$ cat config.mk
export PLATFORM = sky130hd
export DESIGN_NAME = cla_4bit_adder
export DESIGN_NICKNAME = d
export VERILOG_FILES = /design/src/rtl/cla_4bit_adder.sv
export SDC_FILE = /design/constraint.sdc
export NUM_CORES = 1
export LEC_CHECK = 0
export ABC_AREA = 1
export BUFFER_PORTS_ARGS = -buffer_cell sky130_fd_sc_hd__buf_2
export CAP_MARGIN = 15
export CELL_PAD_IN_SITES_DETAIL_PLACEMENT = 0
export CELL_PAD_IN_SITES_GLOBAL_PLACEMENT = 1
export CORE_UTILIZATION = 36
export CTS_BUF_LIST = sky130_fd_sc_hd__clkbuf_4
export CTS_CLUSTER_DIAMETER = 120
export CTS_CLUSTER_SIZE = 25
export DETAILED_ROUTE_END_ITERATION = 6
export PLACE_DENSITY = 0.81
export SYNTH_ARGS = -nofsm -noshare
export SYNTH_HDL_FRONTEND = slang
export SYNTH_SLANG_ARGS = --single-unit
$ cat constraint.sdc
create_clock -name clk -period 1.8 [get_ports clk]
set_input_delay 0.27 -clock clk [delete_from_list [all_inputs] [get_ports clk]]
set_output_delay 0.27 -clock clk [all_outputs]
set_load 0.05 [all_outputs]
$ cat src/rtl/cla_4bit_adder.sv
// Registered 4-bit carry-lookahead adder with group propagate/generate for cascading.
// Latency 1 cycle (2 cycles when CLA_INPUT_REG_EN is defined, adding an input stage).
// No backpressure: a new operand pair is accepted every cycle; outputs hold when valid_in=0.
module cla_4bit_adder (
  input  logic       clk,
  input  logic       rst,
  input  logic       valid_in,
  input  logic [3:0] a,
  input  logic [3:0] b,
  input  logic       cin,
  output logic [3:0] sum,
  output logic       cout,
  output logic       grp_p,
  output logic       grp_g,
  output logic       valid_out
);

  // Operands as seen by the lookahead logic (ports or input stage).
  logic [3:0] op_a;
  logic [3:0] op_b;
  logic       op_cin;
  logic       op_vld;

`ifdef CLA_INPUT_REG_EN
  logic [3:0] a_in_q, a_in_d;
  logic [3:0] b_in_q, b_in_d;
  logic       cin_in_q, cin_in_d;
  logic       vld_in_q, vld_in_d;

  // Input stage: capture operands only when valid so idle inputs never enter the datapath.
  always_comb begin
    a_in_d   = a_in_q;
    b_in_d   = b_in_q;
    cin_in_d = cin_in_q;
    vld_in_d = valid_in;
    if (valid_in) begin
      a_in_d   = a;
      b_in_d   = b;
      cin_in_d = cin;
    end
  end

  // Input stage registers; reset clears them so an in-flight operation is dropped.
  always_ff @(posedge clk) begin
    if (rst) begin
      a_in_q   <= 4'd0;
      b_in_q   <= 4'd0;
      cin_in_q <= 1'b0;
      vld_in_q <= 1'b0;
    end else begin
      a_in_q   <= a_in_d;
      b_in_q   <= b_in_d;
      cin_in_q <= cin_in_d;
      vld_in_q <= vld_in_d;
    end
  end

  assign op_a   = a_in_q;
  assign op_b   = b_in_q;
  assign op_cin = cin_in_q;
  assign op_vld = vld_in_q;
`else
  assign op_a   = a;
  assign op_b   = b;
  assign op_cin = cin;
  assign op_vld = valid_in;
`endif

  logic [3:0] p;
  logic [3:0] g;
  logic [4:0] c;
  logic [3:0] sum_nxt;
  logic       grp_p_nxt;
  logic       grp_g_nxt;

  // Flattened lookahead: every carry is a two-level sum of products, no ripple path.
  always_comb begin
    p    = op_a ^ op_b;
    g    = op_a & op_b;
    c    = '0;
    c[0] = op_cin;
    c[1] = g[0] | (p[0] & op_cin);
    c[2] = g[1] | (p[1] & g[0]) | (p[1] & p[0] & op_cin);
    c[3] = g[2] | (p[2] & g[1]) | (p[2] & p[1] & g[0]) | (p[2] & p[1] & p[0] & op_cin);
    c[4] = g[3] | (p[3] & g[2]) | (p[3] & p[2] & g[1]) | (p[3] & p[2] & p[1] & g[0])
         | (p[3] & p[2] & p[1] & p[0] & op_cin);
    sum_nxt   = p ^ c[3:0];
    grp_p_nxt = &p;
    // Group generate is c4 with the carry-in term removed.
    grp_g_nxt = g[3] | (p[3] & g[2]) | (p[3] & p[2] & g[1]) | (p[3] & p[2] & p[1] & g[0]);
  end

  logic [3:0] sum_q, sum_d;
  logic       cout_q, cout_d;
  logic       grp_p_q, grp_p_d;
  logic       grp_g_q, grp_g_d;
  logic       valid_out_q, valid_out_d;

  // Result next-state: load on a valid operand, otherwise hold the last result.
  always_comb begin
    sum_d       = sum_q;
    cout_d      = cout_q;
    grp_p_d     = grp_p_q;
    grp_g_d     = grp_g_q;
    valid_out_d = op_vld;
    if (op_vld) begin
      sum_d   = sum_nxt;
      cout_d  = c[4];
      grp_p_d = grp_p_nxt;
      grp_g_d = grp_g_nxt;
    end
  end

  // Result registers; reset takes priority over a simultaneous valid operand.
  always_ff @(posedge clk) begin
    if (rst) begin
      sum_q       <= 4'd0;
      cout_q      <= 1'b0;
      grp_p_q     <= 1'b0;
      grp_g_q     <= 1'b0;
      valid_out_q <= 1'b0;
    end else begin
      sum_q       <= sum_d;
      cout_q      <= cout_d;
      grp_p_q     <= grp_p_d;
      grp_g_q     <= grp_g_d;
      valid_out_q <= valid_out_d;
    end
  end

  assign sum       = sum_q;
  assign cout      = cout_q;
  assign grp_p     = grp_p_q;
  assign grp_g     = grp_g_q;
  assign valid_out = valid_out_q;

endmodule

## Word-level counts from Yosys, hierarchy flattened

Cells that the tools add are included.

| word-level totals | value |
|---|---|
| register bits after elaboration | 8 |
| latch bits | 0 |
| bits in writable memories | 0 |
| bits in read-only memories | 0 |
| input bits | 12 |
| output and inout port bits | 8 |
| logic and storage cells | 35 |
| memories kept | 0 |

| cells by class | value |
|---|---|
| add/subtract/negate cells | 0 |
| $mul | 0 |
| div/mod/pow operators | 0 |
| $lt $le $gt $ge | 0 |
| equality and inequality tests | 0 |
| shift-type cells | 0 |
| muxes and demuxes | 0 |
| bitwise operators | 29 |
| reduce and logical (&&, ||, !) cells | 1 |

Operators by type and width:

| kind | number |
|---|---|
| $and A1 B1 Y1 | 16 |
| $or A1 B1 Y1 | 10 |
| $xor A4 B4 Y4 | 2 |
| $and A4 B4 Y4 | 1 |
| $reduce_and A4 Y1 | 1 |

## Depth between registers and ports, before layout

Gate-level depths: netlist (run 1).

| depth | value |
|---|---|
| word-level depth | 6 |
| depth in mapped cells | 9 |
| mapped depth without buffers | 9 |

## Worst setup path before layout (run 1)

No wires, ideal clock.

| path | value |
|---|---|
| path kind | in2reg |
| from | in a[1] |
| to | reg sum_q[2] (netlist: sum[2]) |
| setup time | 0.109 ns |
| arrival time | 1.042 ns |
| required time | 1.691 ns |
| slack | 0.650 ns |
| cell stages on the path | 9 |
| path buffers | 0 |
| cell sequence | ha_1 -> nand2_1 -> inv_2 -> nand2_1 -> nand3_1 -> nand2_1 -> nand3_1 -> nand2_1 -> inv_1 |

| on the way | value |
|---|---|
| longest elaborated chain between the ends | 5 |
| elaborated cells between the ends (all ways) | 8 |
| classes of those cells | bitwise: 8 |

Ends and longest elaborated chain:

| what | line | RTL |
|---|---|---|
| start: declaration | 8 | `input logic [3:0] a,` |
| $xor A4 B4 Y4 | 78 | `p = op_a ^ op_b;` |
| $and A1 B1 Y1 | 83 | `c[2] = g[1] \| (p[1] & g[0]) \| (p[1] & p[0] & op_cin);` |
| $or A1 B1 Y1 / $and A1 B1 Y1 (equally long branches) | 83 |  |
| $or A1 B1 Y1 * | 83 |  |
| $xor A4 B4 Y4 * | 87 | `sum_nxt = p ^ c[3:0];` |
| end signal: assignment | 123 | `sum_q <= sum_d;` |
| end: declaration | 93 | `logic [3:0] sum_q, sum_d;` |

Every way passes the cells marked *; elsewhere a longest branch is shown, timed or not.
A chain may end at the register's enable or synchronous reset.

## Worst setup path after layout (run 1)

| path | value |
|---|---|
| from | in a[1] |
| to | reg sum_q[3] (netlist: sum[3]) |

| on the way | value |
|---|---|
| longest elaborated chain between the ends | 6 |
| elaborated cells between the ends (all ways) | 11 |
| classes of those cells | bitwise: 11 |

Ends and longest elaborated chain:

| what | line | RTL |
|---|---|---|
| $and A4 B4 Y4 / $xor A4 B4 Y4 (equally long branches) | 79, 78 |  |
| $and A1 B1 Y1 | 84 | `c[3] = g[2] \| (p[2] & g[1]) \| (p[2] & p[1] & g[0]) \| (p[2] & p[1] & p[0] & op_cin);` |
| $or A1 B1 Y1 / $and A1 B1 Y1 (equally long branches) (2 in series) | 84 |  |
| $or A1 B1 Y1 * | 84 |  |
| $xor A4 B4 Y4 * | 87 |  |

Marks and branches as above.

==> qor.yml, run 1 <==
cells_and_area:
  final_cell_mix: "buf_2, nand2_1, inv_1"
  final_common_cell: "buf_2"
  nNetsFinal: 114
  n_antenna_cell: 0
  register_area_um2: 160
  fill_cells: 137
  drive_above_1_share_pct: 29.8
  finalCoreUtilization_pct: 48.8
  area_delta_synth_final_pct: 23.6
  multi_input_area_um2: 294
route:
  wl_per_cell_um: 9.19
  drtAntennaViolNets: 0
  wl_um: 1000
  route.detailed.drc: 0
  avgViaCountPerCell: 4.64
  first_iter_violations: 9
  drtPass1Iterations: 4
  num_vias: 506
global_routing:
  antenna_found_initial: 0
  grt_max_degree: 12
  grt_pass1_wl_um: 1570
  grtUsageTotal_pct: 14.9
  grt_overflow: 0
  grt_pass1_vias: 404
synth:
  synth_warnings: 0
  synth_seq_cells: 8
  yosysSeqAreaShare_pct: 30.8
  synth_area_um2: 520
  yosysTopAreaCell: "dfxtp_1"
  synth_cells: 73
  synthTopCellsByArea: "dfxtp_1, ha_1, nand2_1"
  synth_top_area_share_pct: 30.8
  synth_cell_types: 16
  synth_area_per_cell_um2: 7.13
  synth_fp_nets: 91
power_and_ir_drop:
  sw_frac_of_total_pct: 35.1
  p_clk_share_pct: 27.1
  power.net_switching_mw: 0.172
  leakage_nw: 0.364
  powerDensity_mw_per_mm2: 762
  internal-power_mw: 0.318
  seqPwrFrac_pct: 39.9
  irDropWorstVdd_uv: 467
  totalPowerFinal_mw: 0.490
  p_comb_share_pct: 33.0
status:
  status: "complete, no violations"
clocking:
  clk_pin_slew_ns: 0.05
  cts_hold_buf: 0
  cts_root_buffer: "clkbuf_4"
  cts_setup_buffers: 0
  clockBufferDepth: 2
  clock_latency_ns: 0.25
  clock_sinks: 8
  cts_tree: "yes"
  cts_resized: 0
  cts_made_buffers: 3
  htree_levels: 1
timing:
  rsz0062_at_grt: "false"
  worstMarginPinSlew_ns: 0.249
  timing.fmax_ghz: 0.900
  period_share_pct: 61.7
  final_max_slew_viol_count: 0
  setup-tns-final_ns: 0
  setup_viol: 0
  worst_slack_ns: 0.689
  skew_ns: 0
  slew_headroom_pct: 83.5
  period_minus_slack_ns: 1.11
  hold_viol_final: 0
hold_path:
  min_from: "rst"
  hp-class: "input port to register"
setup_path:
  worstPathMaxFanout: 6
  rrSetupSlack_ns: 1.14
  cp.required_ns: 1.94
  path_class: "input port to register"
  worstReg2RegStart: "sum[1]"
  crit_path_start: "a[1]"
  startpoint_type: "input port"
  worstPathArrival_ns: 1.25
  critPathCaptureType: "register"
floorplan:
  die_y_um: 40.0
  num_rows: 13
  die_x_um: 40.0
  start_util_pct: 39.5
  die-area_mm2: 0.00160
  core_area_mm2: 0.00132
  ios: 20
placement:
  gp_congestion: 0.773
  portBuffers: 19
  dpl.hpwl_um: 818
  place_ws_ns: 0.440
flow_run:
  drv_cap: 0
==> critical path, stage by stage <==
cell,delay (ns)
buf_2,0.10
ha_1,0.38
nand2_1,0.08
nor2_1,0.11
nor2_1,0.07
nand3_1,0.06
nand2_1,0.05
nor2_1,0.08
nor2_1,0.04
==> cell families after synthesis <==
logic type / synth area share [%]
fa+ha+maj: 15.9
flops: 30.8
simple gates: 28.8
compound gates: 10.1
xor+xnor: 1.68
buf+inv: 12.7
==> cell usage after synthesis <==
cell and count:
a21oi_1 4, a21oi_2 2, clkbuf_8 1, dfxtp_1 8
fa_1 1, ha_1 5, inv_1 12, inv_2 2
nand2_1 15, nand2_2 1, nand3_1 5, nand3_2 1
nand4_1 3, nor2_1 9, o21ai_0 3, xnor2_1 1
==> state kept, by name, summed over array words and instances, names as in the netlist <==
register,flops
cout,1
grp_g,1
grp_p,1
sum,4
valid_out,1
==> power by group through the flow <==
stage | combinational [mW] | clock [mW] | sequential (mW)
final | 0.162 | 0.133 | 0.196
after global routing | 0.180 | 0.150 | 0.197
after CTS | 0.163 | 0.137 | 0.196
after detailed placement | 0.162 | 0 | 0.199
after global placement | 0.162 | 0 | 0.199
after floorplan | 0.0756 | 0 | 0.246
==> layout make-up <==
| class | instances | share of cell area [%] |
|---|---|---|
| Sequential cell | 8 | 24.9 |
| Clock buffer | 3 | 3.50 |
| Timing Repair Buffer | 19 | 14.8 |
| Inverter | 14 | 8.17 |
| Multi-Input combinational cell | 50 | 45.7 |
| Tap cell | 15 | 2.92 |
==> path summary, 6_finish.rpt <==
| check | to | cells after the start |
|---|---|---|
| hold reg to reg | grp_p | 2 |
| setup reg to reg | sum[1] | 4 |
| hold / removal | cout | 2 |
| setup / recovery | sum[3] | 9 |
==> metal layers <==
layer  wire length (um)  part of all wire, %  vias to the layer above  GRT usage (%)
li1                   -                    -                      272              -
met2                458                   46                       10           22.6
met3                 53                  5.3                        0           8.33
met1                489                   49                      224           19.6
met5                  0                    0                        -              0
met4                  0                    0                        0              0
==> through the flow <==
stage | cell area [um^2] | cells | hold slack (ns)
floorplan | 520 | 73 | 0.332
global placement | 621 | 106 | 0.461
detailed placement | 621 | 106 | 0.462
CTS | 643 | 109 | 0.271
global route | 643 | 109 | 0.268
finish | 643 | 109 | 0.274
Power figures use the tool's default switching activity.
==> run 2: changes to the inputs <==
==> config.mk (replaced) <==
export PLATFORM = sky130hd
export DESIGN_NAME = cla_4bit_adder
export DESIGN_NICKNAME = d
export VERILOG_FILES = /design/src/rtl/cla_4bit_adder.sv
export SDC_FILE = /design/constraint.sdc
export NUM_CORES = 1
export LEC_CHECK = 0
export ABC_AREA = 0
export BUFFER_PORTS_ARGS = -buffer_cell sky130_fd_sc_hd__buf_2
export CAP_MARGIN = 15
export CELL_PAD_IN_SITES_DETAIL_PLACEMENT = 0
export CELL_PAD_IN_SITES_GLOBAL_PLACEMENT = 1
export CORE_UTILIZATION = 35
export CTS_BUF_LIST = sky130_fd_sc_hd__clkbuf_4
export CTS_CLUSTER_DIAMETER = 120
export CTS_CLUSTER_SIZE = 25
export DETAILED_ROUTE_END_ITERATION = 6
export PLACE_DENSITY = 0.76
export SYNTH_ARGS = -nofsm -noshare
export SYNTH_HDL_FRONTEND = slang
export SYNTH_SLANG_ARGS = --single-unit
==> constraint.sdc (replaced) <==
create_clock -name clk -period 1.16 [get_ports clk]
set_input_delay 0.174 -clock clk [delete_from_list [all_inputs] [get_ports clk]]
set_output_delay 0.174 -clock clk [all_outputs]
set_load 0.05 [all_outputs]
==> qor.yml, run 2 <==
power_and_ir_drop:
  irDropWorstVdd_uv: 407  # -13%
  powerDensity_mw_per_mm2: 1150  # +51%
  leakage_nw: 0.331  # -9.3%
synth:
  yosys-top-cells-count: "dfxtp_1, ha_1, nor2_1"
  synth_ff_type: "dfxtp_1"
  synth_fp_nets: 72  # -21%
  synth_cells: 54  # -26%
  synthTopCellsByArea: "dfxtp_1, ha_1, mux2i_1"
  synth-xor-area-share_pct: 1.73  # +0.050 points
  yosys.area_share.simple_pct: 19.1  # -9.8 points
  synth-async-reset-ratio_pct: 0  # unchanged
  synth_warnings: 0  # unchanged
  synthAdderAreaFrac_pct: 16.3  # +0.47 points
  synth_edf_count: 0  # unchanged
  yosysSeqAreaShare_pct: 31.7  # +0.91 points
  synth_top_area_share_pct: 31.7  # +0.91 points
  synth_area_um2: 505  # -2.9%
  synth_cell_types: 31  # +15
  synth_area_per_cell_um2: 9.36  # +31%
  synth_compound_area_share_pct: 19.8  # +9.7 points
  synth_seq_cells: 8  # unchanged
  synth_mux_area_share_pct: 5.94  # +5.9 points
  yosysMostFrequentCell: "dfxtp_1"
  synth_top_family_by_area: "compound AO/OA/AOI/OAI gates"
  yosysTopAreaCell: "dfxtp_1"
route:
  drtPass1Iterations: 2  # -2
  dr_wl_met2_um: 458  # unchanged
  drtAntennaViolNets: 0  # unchanged
  drt-met1-wl_um: 486  # -0.61%
  first_iter_violations: 6  # -3
  wl_met3_um: 31  # -42%
  avgViaCountPerCell: 4.96  # +6.8%
  top_layer_used: "met3"
  route.detailed.drc: 0  # unchanged
  wl_per_cell_um: 10.5  # +14%
  num_vias: 461  # -8.9%
  wl_um: 976  # -2.6%
setup_path:
  worstPathArrival_ns: 1.22  # -0.03 ns
  rr_worst_depth: 3  # -1
  worstPathMaxFanout: 6  # unchanged
  path_class: "input port to register"
  startpoint_type: "input port"
  critPathCaptureType: "register"
  cp.required_ns: 1.32  # -0.62 ns
cells_and_area:
  drive_above_1_share_pct: 39.7  # +10 points
  design_area_um2: 677  # +5.3%
  area_delta_synth_final_pct: 33.9
  final_cell_mix: "buf_2, dfxtp_1, nor2_1"
  finalCoreUtilization_pct: 51.4  # +2.6 points
  multi_input_area_um2: 330  # +12%
  fill_cells: 144  # +5.1%
  final_common_cell: "buf_2"
  n_antenna_cell: 0  # unchanged
  register_area_um2: 161  # +0.78%
  nNetsFinal: 98  # -14%
  largest_register_ff_count: 4  # unchanged
floorplan:
  die-area_mm2: 0.00160  # about the same
  die_x_um: 40.0  # about the same
  core_area_mm2: 0.00132  # unchanged
  num_rows: 13  # unchanged
  start_util_pct: 38.4  # -1.1 points
  die_y_um: 40.0  # about the same
  ios: 20  # unchanged
clocking:
  cts_made_buffers: 3  # unchanged
  clock_sinks: 8  # unchanged
  cts_tree: "yes"
  cts_root_buffer: "clkbuf_4"
  cts_resized: 0  # unchanged
  clock_latency_ns: 0.24  # about the same
  htree_levels: 1  # unchanged
  clk_pin_slew_ns: 0.05  # about the same
  clockBufferDepth: 2  # unchanged
  cts_hold_buf: 0  # unchanged
  cts_setup_buffers: 0  # unchanged
status:
  status: "complete, no violations"
hold_path:
  hp-class: "input port to register"
  hold_path_depth: 3  # +1
global_routing:
  grt_pass1_vias: 376  # -6.9%
  grt_overflow: 0  # unchanged
  grtUsageTotal_pct: 14.8  # -0.12 points
  grt_max_degree: 14  # +2
  grt_pass1_wl_um: 1560  # -0.45%
  antenna_found_initial: 0  # unchanged
timing:
  period_minus_slack_ns: 1.06
  rsz0062_at_grt: "false"
  setup_viol: 0  # unchanged
  hold_slack_ns: 0.224  # -0.0499 ns
  timing.fmax_ghz: 0.944
  period_share_pct: 91.3
  slew_headroom_pct: 83.5  # about the same
  final_max_slew_viol_count: 0  # unchanged
  hold_viol_final: 0  # unchanged
  skew_ns: 0  # unchanged
  worstMarginPinSlew_ns: 0.249  # -0.000391 ns
placement:
  place_area_um2: 654  # +5.4%
  gp_congestion: 0.705  # -8.7%
  dpl.hpwl_um: 824  # +0.83%
  portBuffers: 19  # unchanged
flow_run:
  drv_cap: 0  # unchanged
-- run 2: metal layers --
| metal | vias up | global-route usage, % |
|---|---|---|
| met4 | 0 | 5.17 |
| met2 | 10 | 21.0 |
| met3 | 0 | 5.00 |
| li1 | 249 | - |
| met1 | 202 | 20.6 |
| met5 | - | 0 |
-- run 2: cells by family (layout without fill, tap and decap cells) --
family	count (synthesis)	after routing
mux	3	3
buf+inv	7	31
simple gates	16	16
fa+ha+maj	6	6
xor+xnor	1	1
compound gates	13	13
flops	8	8
-- run 2: path summary, 6_finish.rpt --
check | from | endpoint | slack (ns)
worst max register to register | sum[3] | sum[3] | 0.24
worst min-delay path | valid_in | valid_out | 0.22
worst min register to register | sum[0] | sum[0] | 0.47
worst max-delay path | a[2] | sum[3] | 0.10
-- run 2: critical path, stage by stage --
cell and delay (ns):
buf_2 0.10, ha_1 0.35, a21o_1 0.22, or2_1 0.21
o211ai_1 0.17
-- run 2: report_power, final --
part	internal [mW]	total, mW	switching, mW
logic	0.0995	0.267	0.167
clock network	0.118	0.207	0.0888
registers	0.299	0.307	0.00874
total	0.516	0.781	0.265
-- run 2: area by class of cell --
cell class                 count  area share (%)
timing repair buffer          23            18.5
multi-input combinational     39            48.8
inverter                       5            2.77
sequential                     8            23.8
tap                           15            2.77
clock buffer                   3            3.33
-- run 2: metrics by stage --
stage / instances / power (mW) / setup slack [ns] / setup TNS (ns)
floorplan: 54 / 0.500 / 0.0260 / 0
global placement: 90 / 0.580 / -0.155 / -0.531
detailed placement: 90 / 0.584 / -0.167 / -0.624
CTS: 93 / 0.798 / 0.0956 / 0
global route: 93 / 0.846 / 0.0491 / 0
finish: 93 / 0.781 / 0.101 / 0
